**config.mk**
```make
export PLATFORM = sky130hd
export DESIGN_NAME = hazard_control_unit_flat
export DESIGN_NICKNAME = d
export VERILOG_FILES = /design/src/rtl/hazard_control_unit_if.sv /design/src/rtl/hazard_control_unit.sv /design/src/flat_wrapper.sv
export SDC_FILE = /design/constraint.sdc
export NUM_CORES = 1
export LEC_CHECK = 0
export BUFFER_PORTS_ARGS = -buffer_cell sky130_fd_sc_hd__buf_2
export CAP_MARGIN = 15
export CORE_AREA = 2 2 39 41
export DETAILED_ROUTE_END_ITERATION = 10
export DIE_AREA = 0 0 41 43
export PLACE_DENSITY = 0.76
export SLEW_MARGIN = 20
export SYNTH_ARGS = -nofsm -noshare
export SYNTH_HDL_FRONTEND = slang
export SYNTH_SLANG_ARGS = --single-unit
```
**constraint.sdc**
```tcl
create_clock -name Clock -period 3 [get_ports Clock]
set_input_delay 0.45 -clock Clock [delete_from_list [all_inputs] [get_ports Clock]]
set_output_delay 0.45 -clock Clock [all_outputs]
set_load 0.01 [all_outputs]
```
**src/rtl/hazard_control_unit_if.sv**
```systemverilog
// Hazard unit signal bundle between the ID-stage pipeline logic and the hazard control unit.
interface hazard_control_unit_if;
  localparam int unsigned REG_W = 5;

  logic [REG_W-1:0] IF_ID_Rs;
  logic [REG_W-1:0] IF_ID_Rt;
  logic             ID_EX_MemRead;
  logic [REG_W-1:0] ID_EX_Rt;
  logic             MultiCycleStart;
  logic             BranchTaken;
  logic [1:0]       IF_ID_Signal;
  logic             PCWrite;
  logic             ID_EX_Bubble;
  logic [1:0]       HazardState;

  // Pipeline side: supplies instruction fields, consumes the control decisions
  modport master (
    output IF_ID_Rs, IF_ID_Rt, ID_EX_MemRead, ID_EX_Rt, MultiCycleStart, BranchTaken,
    input  IF_ID_Signal, PCWrite, ID_EX_Bubble, HazardState
  );

  // Hazard unit side
  modport slave (
    input  IF_ID_Rs, IF_ID_Rt, ID_EX_MemRead, ID_EX_Rt, MultiCycleStart, BranchTaken,
    output IF_ID_Signal, PCWrite, ID_EX_Bubble, HazardState
  );
endinterface

```
**src/rtl/hazard_control_unit.sv**
```systemverilog
// ID-stage hazard control: load-use stalls, multi-cycle EX stalls and branch flushes.
// Outputs are combinational from registered state plus current inputs so they settle
// ahead of the edge at which IF/ID and ID/EX sample them.
module hazard_control_unit #(
  parameter int unsigned MC_LATENCY   = 4,
  parameter int unsigned FLUSH_CYCLES = 1
) (
  input  logic                  Clock,
  input  logic                  Reset,
  hazard_control_unit_if.slave  hz
);
  localparam int unsigned CNT_W = 4;
  localparam logic [CNT_W-1:0] MC_LOAD    = CNT_W'(MC_LATENCY - 2);
  localparam logic [CNT_W-1:0] FLUSH_LOAD = CNT_W'(FLUSH_CYCLES - 1);
  localparam logic [CNT_W-1:0] CNT_ONE    = CNT_W'(1);

  localparam logic [1:0] SIG_LOAD  = 2'd0;
  localparam logic [1:0] SIG_STALL = 2'd1;
  localparam logic [1:0] SIG_FLUSH = 2'd2;

  typedef enum logic [1:0] {
    RUN      = 2'd0,
    MC_STALL = 2'd1,
    FLUSH    = 2'd2
  } state_e;

  state_e           state_q, state_d;
  logic [CNT_W-1:0] count_q, count_d;
  logic             load_use_c;

  // Load in EX writes a register the instruction in ID reads; $zero never hazards
  assign load_use_c = hz.ID_EX_MemRead && (hz.ID_EX_Rt != '0) &&
                      ((hz.ID_EX_Rt == hz.IF_ID_Rs) || (hz.ID_EX_Rt == hz.IF_ID_Rt));

  // State and counter register; reset aborts any stall or flush in progress
  always_ff @(posedge Clock) begin
    if (Reset) begin
      state_q <= RUN;
      count_q <= '0;
    end else begin
      state_q <= state_d;
      count_q <= count_d;
    end
  end

  // Next-state and output decode; the counter holds the cycles left after the current one
  always_comb begin
    state_d         = state_q;
    count_d         = count_q;
    hz.IF_ID_Signal = SIG_LOAD;
    hz.PCWrite      = 1'b1;
    hz.ID_EX_Bubble = 1'b0;
    hz.HazardState  = state_q;

    unique case (state_q)
      RUN: begin
        if (hz.BranchTaken) begin
          hz.IF_ID_Signal = SIG_FLUSH;
          hz.ID_EX_Bubble = 1'b1;
          if (FLUSH_CYCLES > 1) begin
            state_d = FLUSH;
            count_d = FLUSH_LOAD;
          end else begin
            count_d = '0;
          end
        end else if (hz.MultiCycleStart) begin
          hz.IF_ID_Signal = SIG_STALL;
          hz.PCWrite      = 1'b0;
          hz.ID_EX_Bubble = 1'b1;
          // A two-cycle op is covered entirely by this start cycle
          if (MC_LATENCY > 2) begin
            state_d = MC_STALL;
            count_d = MC_LOAD;
          end
        end else if (load_use_c) begin
          hz.IF_ID_Signal = SIG_STALL;
          hz.PCWrite      = 1'b0;
          hz.ID_EX_Bubble = 1'b1;
        end
      end

      MC_STALL: begin
        if (hz.BranchTaken) begin
          hz.IF_ID_Signal = SIG_FLUSH;
          hz.ID_EX_Bubble = 1'b1;
          if (FLUSH_CYCLES > 1) begin
            state_d = FLUSH;
            count_d = FLUSH_LOAD;
          end else begin
            state_d = RUN;
            count_d = '0;
          end
        end else begin
          hz.IF_ID_Signal = SIG_STALL;
          hz.PCWrite      = 1'b0;
          hz.ID_EX_Bubble = 1'b1;
          if (count_q <= CNT_ONE) begin
            state_d = RUN;
            count_d = '0;
          end else begin
            count_d = count_q - CNT_ONE;
          end
        end
      end

      FLUSH: begin
        hz.IF_ID_Signal = SIG_FLUSH;
        hz.ID_EX_Bubble = 1'b1;
        if (hz.BranchTaken) begin
          count_d = FLUSH_LOAD;
        end else if (count_q <= CNT_ONE) begin
          state_d = RUN;
          count_d = '0;
        end else begin
          count_d = count_q - CNT_ONE;
        end
      end

      default: begin
        state_d = RUN;
        count_d = '0;
      end
    endcase

    // Reset squashes the pipeline front end regardless of state
    if (Reset) begin
      hz.IF_ID_Signal = SIG_FLUSH;
      hz.PCWrite      = 1'b0;
      hz.ID_EX_Bubble = 1'b1;
      hz.HazardState  = RUN;
    end
  end
endmodule

```
**src/flat_wrapper.sv**
```systemverilog
// flat-port wrapper written by rule: the top's interface ports become plain ports
module hazard_control_unit_flat 
#(
  parameter int unsigned MC_LATENCY   = 4,
  parameter int unsigned FLUSH_CYCLES = 1
)
  (Clock, Reset, hz_IF_ID_Rs, hz_IF_ID_Rt, hz_ID_EX_MemRead, hz_ID_EX_Rt, hz_MultiCycleStart, hz_BranchTaken, hz_IF_ID_Signal, hz_PCWrite, hz_ID_EX_Bubble, hz_HazardState);
  hazard_control_unit_if hz_i ();
  input  logic Clock;
  input  logic Reset;
  input wire logic [$bits(hz_i.IF_ID_Rs)-1:0] hz_IF_ID_Rs;
  input wire logic [$bits(hz_i.IF_ID_Rt)-1:0] hz_IF_ID_Rt;
  input wire logic [$bits(hz_i.ID_EX_MemRead)-1:0] hz_ID_EX_MemRead;
  input wire logic [$bits(hz_i.ID_EX_Rt)-1:0] hz_ID_EX_Rt;
  input wire logic [$bits(hz_i.MultiCycleStart)-1:0] hz_MultiCycleStart;
  input wire logic [$bits(hz_i.BranchTaken)-1:0] hz_BranchTaken;
  output wire logic [$bits(hz_i.IF_ID_Signal)-1:0] hz_IF_ID_Signal;
  output wire logic [$bits(hz_i.PCWrite)-1:0] hz_PCWrite;
  output wire logic [$bits(hz_i.ID_EX_Bubble)-1:0] hz_ID_EX_Bubble;
  output wire logic [$bits(hz_i.HazardState)-1:0] hz_HazardState;
  assign hz_i.IF_ID_Rs = hz_IF_ID_Rs;
  assign hz_i.IF_ID_Rt = hz_IF_ID_Rt;
  assign hz_i.ID_EX_MemRead = hz_ID_EX_MemRead;
  assign hz_i.ID_EX_Rt = hz_ID_EX_Rt;
  assign hz_i.MultiCycleStart = hz_MultiCycleStart;
  assign hz_i.BranchTaken = hz_BranchTaken;
  assign hz_IF_ID_Signal = hz_i.IF_ID_Signal;
  assign hz_PCWrite = hz_i.PCWrite;
  assign hz_ID_EX_Bubble = hz_i.ID_EX_Bubble;
  assign hz_HazardState = hz_i.HazardState;
  hazard_control_unit #(.MC_LATENCY(MC_LATENCY), .FLUSH_CYCLES(FLUSH_CYCLES)) u_core (.Clock(Clock), .Reset(Reset), .hz(hz_i));
endmodule
```
# Word-level counts from Yosys, hierarchy flattened
# Index checks and enable logic that the tools add are counted.
# Widths: inputs -> output; s select.
dict set report word_totals {
  out_inout_bits 6
  input_bits 20
  regBits 6
  word_cells 48
}
dict set report classes {
  magnitude_cmp 1
  reduce_logical 7
  add_sub_neg 1
  n_eq_ne 8
  mux 29
}
# op n
set op_table {}
lappend op_table {{$mux 2} 10}
lappend op_table {{$mux 4} 4}
lappend op_table {{$pmux 2 s3} 2}
lappend op_table {{$eq 5x5->1} 2}
lappend op_table {{$mux 1} 10}
lappend op_table {{$pmux 4 s2} 1}
lappend op_table {{$ne 2x2->1 const B} 3}
lappend op_table {{$reduce_bool 5->1} 1}
lappend op_table {{$le 4x1->1 const B} 1}
lappend op_table {{$pmux 1 s2} 2}
lappend op_table {{$sub 4x1->4 const B} 1}
lappend op_table {{$ne 3x3->1 const B} 1}
lappend op_table {{$reduce_and 3->1} 1}
lappend op_table {{$eq 2x1->1 const B} 1}
lappend op_table {{$eq 2x2->1 const B} 1}
lappend op_table {{$logic_and 1x1->1} 2}
lappend op_table {{$logic_not 2->1} 1}
lappend op_table {{$reduce_or 2->1} 1}
lappend op_table {{$logic_or 1x1->1} 1}

# Depth between registers and ports, before layout
dict set report depth {
  word_depth 8
  mapped_depth 7
  mapped_depth_nobuf 7
}

# Worst setup path after synthesis
# Ideal clock, no wire load.
dict set report synth_timing {
  path_type {input port to output port}
  start {input port hz_ID_EX_Rt[4]}
  end {output port hz_ID_EX_Bubble}
  t_arrival_ns 1.360
  required_ns 2.550
  cell_stages 5
  slack_ns 1.190
  path_buffers 0
  path_cell_list {xnor2_1 -> nand3_1 -> o22ai_1 -> a31oi_2 -> a221oi_1}
}
dict set report synth_between {
  elab_chain_len 8
  word_cells_on_any_way 11
  classes_between {eq/ne (2); mux (5); reduce/logical (4)}
}
# item line
set synth_rtl {}
lappend synth_rtl {{start: declaration} flat_wrapper.sv:14} ;# input wire logic [$bits(hz_i.ID_EX_Rt)-1:0] hz_ID_EX_Rt;
lappend synth_rtl {{$eq 5x5->1 or $reduce_bool 5->1 (tied branches)} {hazard_control_unit.sv:33, hazard_control_unit.sv:32}}
lappend synth_rtl {{$logic_or 1x1->1 or $logic_and 1x1->1 (tied branches)} {hazard_control_unit.sv:33, hazard_control_unit.sv:32}}
lappend synth_rtl {{$logic_and 1x1->1 *} hazard_control_unit.sv:32} ;# assign load_use_c = hz.ID_EX_MemRead && (hz.ID_EX_Rt != '0) &&
lappend synth_rtl {{$mux 1 *} hazard_control_unit.sv:75} ;# end else if (load_use_c) begin
lappend synth_rtl {{$mux 1 *} hazard_control_unit.sv:66} ;# end else if (hz.MultiCycleStart) begin
lappend synth_rtl {{$mux 1 *} hazard_control_unit.sv:57} ;# if (hz.BranchTaken) begin
lappend synth_rtl {{$pmux 1 s2 *} hazard_control_unit.sv:55} ;# unique case (state_q)
lappend synth_rtl {{$mux 1 *} hazard_control_unit.sv:126} ;# if (Reset) begin
lappend synth_rtl {{end: declaration} flat_wrapper.sv:19} ;# output wire logic [$bits(hz_i.ID_EX_Bubble)-1:0] hz_ID_EX_Bubble;
# Every way passes the cells marked *; elsewhere a longest branch is shown, timed or not.

# Worst setup path in the final report
dict set report layout_timing {
  start {register u_core.state_q[1]}
  end {output port hz_ID_EX_Bubble}
}
dict set report layout_between {
  elab_chain_len 4
  word_cells_on_any_way 6
  classes_between {eq/ne (2); mux (2); reduce/logical (2)}
}
# item line
set layout_rtl {}
lappend layout_rtl {{start: declaration} hazard_control_unit.sv:27} ;# state_e state_q, state_d;
lappend layout_rtl {{start signal: assignment} hazard_control_unit.sv:41} ;# state_q <= state_d;
lappend layout_rtl {{$eq 2x1->1 or $eq 2x2->1 (tied branches)} hazard_control_unit.sv:55}
lappend layout_rtl {{$reduce_or 2->1 (no line)} n/a}
lappend layout_rtl {{$pmux 1 s2 *} hazard_control_unit.sv:55}
lappend layout_rtl {{$mux 1 *} hazard_control_unit.sv:126}
# Marks and branches as above.

==> reports/metrics.sh <==
CRITICAL_PATH.ENDPOINT_TYPE='output port'
REG_TO_REG_ENDPOINT='u_core.count_q[1]'
FF2FF_PATH_DEPTH=6
WORSTSETUPPATHTYPE='register to output port'
DRT_WL_TOTAL_MM=1.325
TIMING_WORST_SLEW_PIN_VALUE_PS=380.2
HOLD_DEPTH=2
GLOBAL_ROUTE_WIRE_LENGTH_BEFORE_REPAIR_MM=2.208
POST-DP-HPWL_MM=1.116
CRIT-REG2REG-LAUNCH='u_core.count_q[0]'
ANT_NETS=0
DRV_CAP=0
DIE-HEIGHT_UM=43
NUMBER_OF_ENABLE_FLIP_FLOP_CELLS_AFTER_SYNTHESIS=0
DIE_WIDTH_UM=41
FINALHOLDVIOLATIONS=0
SYNTH_AREA_LEADERS='sky130_fd_sc_hd__dfxtp_1 (20%), sky130_fd_sc_hd__xnor2_1 (18%), sky130_fd_sc_hd__ha_1 (13%), sky130_fd_sc_hd__nor2_1 (5.7%), sky130_fd_sc_hd__nor3_1 (5.0%)'
POSTSYNTH.TOPFLOPCELL='sky130_fd_sc_hd__dfxtp_1'
WL_PER_CELL_UM=10.86
GRT_ANTENNA_BEFORE_REPAIR=0
TRITONCTS.NUM_BUFFERS=3
GRT_START_MAX_NET_PINS=9
POSTSYNTHREGISTERBITS=6
SETUP.WORST_PATH.START_CLASS='register'
ROW_COUNT=14
FIRST_GLOBAL_VIAS=588
POWERDENSITY_nW_PER_UM2=321.5
SLEW_VIOL_FINAL=0
CTS_RESIZED=0
SETUP_SLACK_PS=876.2
SYNTH_TOP_CELL_BY_AREA='sky130_fd_sc_hd__dfxtp_1'
DPL-INSTANCE-AREA_SQ_UM=738.2
SYNTH-SEQ-AREA-SHARE_PCT=20.13
GRT.OVERFLOW.TOTAL=0
FRACTION_OF_FINAL_LAYOUT_CELLS_WITH_DRIVE_STRENGTH_GREATER_THAN_1_PCT=30.19
WORST_SKEW_PAIR.LATE_LATENCY_PS=240
FIN_TNS_SETUP_PS=0
OUTCOME='completed'
SYNTHDISTINCTLIBCELLS=26
POSTSYNTHAREAPERCELL_SQ_UM=7.555
TIMING.CLOCK.SKEW_PS=0.08427
VIA_COUNT=655
CTS_TREE='done'
WORST_EP_ARRIVAL_TIME_PS=1670
GRT_SETUP_UNREPAIRED='no'
WORSTHOLDENDPOINT='u_core.state_q[0]'
DRT_PRE_ANTENNA_ITERS=6
DRCVIOLATIONCOUNT=0
NNETSFINAL=134
SYNTHARSTFLOPSHARE_PCT=0
TRITONCTS_NUM_SINKS=6
SYNTH_TOP_AREA_SHARE_PCT=20.13
PLACE_WORST_SETUP_SLACK_PS=922.6
FIN_CRIT_PS=2124
YOSYS_WARNINGS=0
SYNTH_AREA_SQ_UM=596.8
LEAKAGE_nW=0.3329
TIMING.FINAL.SETUP_VIOLATIONS=0
FINALWEIGHTEDCONGESTION=0.9068
GRT_USAGE_PCT=18.24
YOSYSMOSTFREQUENTCELL='sky130_fd_sc_hd__xnor2_1'
SYN_NETS=105
BOUNDARYPINS=26
FINAL_MIN_PERIOD_OVER_CLOCK_PERIOD_PCT=70.79
POST-CTS-SETUP-BUFFER-COUNT=0
ROOT_BUFFER='sky130_fd_sc_hd__clkbuf_4'
NUMBER_OF_HOLD_REPAIR_BUFFERS_ADDED_AT_THE_CTS_STAGE=0
FLOORPLAN.DIE_AREA_SQ_UM=1763
CRIT_PATH_MAX_FANOUT=5
PORT-BUFFER-COUNT=25
AREA_DELTA_SYNTH_FINAL_PCT=27.46
FINAL_AREA_SQ_UM=760.7
INITIAL_CORE_UTIL_PCT=43.13
HOLD_PATH.STARTPOINT='Reset'
CLKTRANSATPATHREGS_PS=40
CTSHTREEMAXLEVEL=1
CP_DATA_REQUIRED_TIME_PS=2550
ANTENNADIODECOUNT=0
UTILIZATION_PCT=54.97
R2R_SETUP_SLACK_PS=1370
ROUTE.DETAILED.VIAS_PER_INST=5.369
SYNTHTOPCELLSBYCOUNT='sky130_fd_sc_hd__xnor2_1 (12), sky130_fd_sc_hd__nor2_1 (9), sky130_fd_sc_hd__nand2_1 (8)'
DR.FIRST_ITER.DRC_COUNT=17
PEAKVDDDROP_mV=0.1201
POST_SYNTH_INST_COUNT=79
HOLD_CLASS='input port to register'
SLEW_HEADROOM_PCT=74.46
PLACEABLECOREAREA_SQ_UM=1384
CTSLONGESTPATHBUFFERS=2
FMAXACHIEVABLE_MHz=470.9
cell type report:
| class | count | area, sq um |
|---|---|---|
| inverters | 7 | 26.28 |
| fillers | 142 | 623.1 |
| flip-flops and latches | 6 | 120.1 |
| well taps | 16 | 20.02 |
| clock buffers | 3 | 22.52 |
| multi-input cells | 65 | 446.7 |
| repair buffers | 25 | 125.1 |
where the power goes:
part           switching (mW)  leakage, nW  internal, mW  total (mW)
Clock                  0.0277       0.0138        0.0451      0.0729
Sequential            0.00405       0.0490        0.0840      0.0881
Combinational          0.0430        0.270        0.0406      0.0836
Total                  0.0748        0.333         0.170       0.245
state kept, by name (all words and copies together) (netlist names):
name            count
u_core.count_q      4
u_core.state_q      2
worst max path at each step:
stage	startpoint	end	slack, ps	cells past startpoint
final	u_core.state_q[1]	hz_ID_EX_Bubble	880	5
after global routing	u_core.state_q[1]	hz_ID_EX_Bubble	770	5
after CTS	u_core.state_q[1]	hz_ID_EX_Bubble	890	5
after detailed placement	hz_ID_EX_Rt[4]	hz_ID_EX_Bubble	920	7
after global placement	hz_ID_EX_Rt[4]	hz_ID_EX_Bubble	970	7
after floorplan	hz_ID_EX_Rt[4]	hz_ID_EX_Bubble	1190	5
cells by family (layout without fill, tap and decap cells):
kind of cell / Yosys count / count (layout) / synth area share [%]
AOI/OAI and AO/OA: 15 / 15 / 16.98
xor gates and xnor gates: 13 / 13 / 19.08
and+or+nand+nor: 31 / 31 / 26.21
DFF: 6 / 6 / 20.13
buffers and inverters: 8 / 35 / 5.032
adders and majority gates: 6 / 6 / 12.58
stage by stage:
stage,power [mW],hold slack [ps],std cells
floorplan,0.1423,485.8,79
finish,0.2446,483.4,122
global route,0.2647,492.2,122
detailed placement,0.1729,516.0,119
global placement,0.1710,504.6,119
CTS,0.2475,476.1,122
critical path, cell delays in order, from the launching register on:
cell and delay (ps):
sky130_fd_sc_hd__dfxtp_1 410, sky130_fd_sc_hd__inv_1 110, sky130_fd_sc_hd__ha_1 350, sky130_fd_sc_hd__nor3_1 70
sky130_fd_sc_hd__a221oi_1 300, sky130_fd_sc_hd__buf_2 190
routing by layer:
layer / share of wire [%] / up-vias / wire length [um] / global-route usage [%]
met5: 0 / - / 0 / 0
met1: 44 / 301 / 583 / 21.41
met4: 1.7 / 0 / 22 / 10.00
met3: 6.6 / 3 / 88 / 3.141
met2: 48 / 28 / 631 / 29.38
li1: - / 323 / - / -
layout by cell type (no fill, tap or decap), types with 2 or more instances in the layout:
master,netlist,routed
sky130_fd_sc_hd__a21oi_1,4,4
sky130_fd_sc_hd__nor2_1,9,9
sky130_fd_sc_hd__xnor2_1,12,12
sky130_fd_sc_hd__o21ai_0,2,2
sky130_fd_sc_hd__nand3_1,2,2
sky130_fd_sc_hd__nor3_1,6,6
sky130_fd_sc_hd__inv_1,7,7
sky130_fd_sc_hd__o21ai_1,2,2
sky130_fd_sc_hd__nand2_1,8,8
sky130_fd_sc_hd__buf_2,0,25
sky130_fd_sc_hd__clkbuf_4,0,3
sky130_fd_sc_hd__dfxtp_1,6,6
sky130_fd_sc_hd__ha_1,6,6
(Power assumes the default switching activity.)
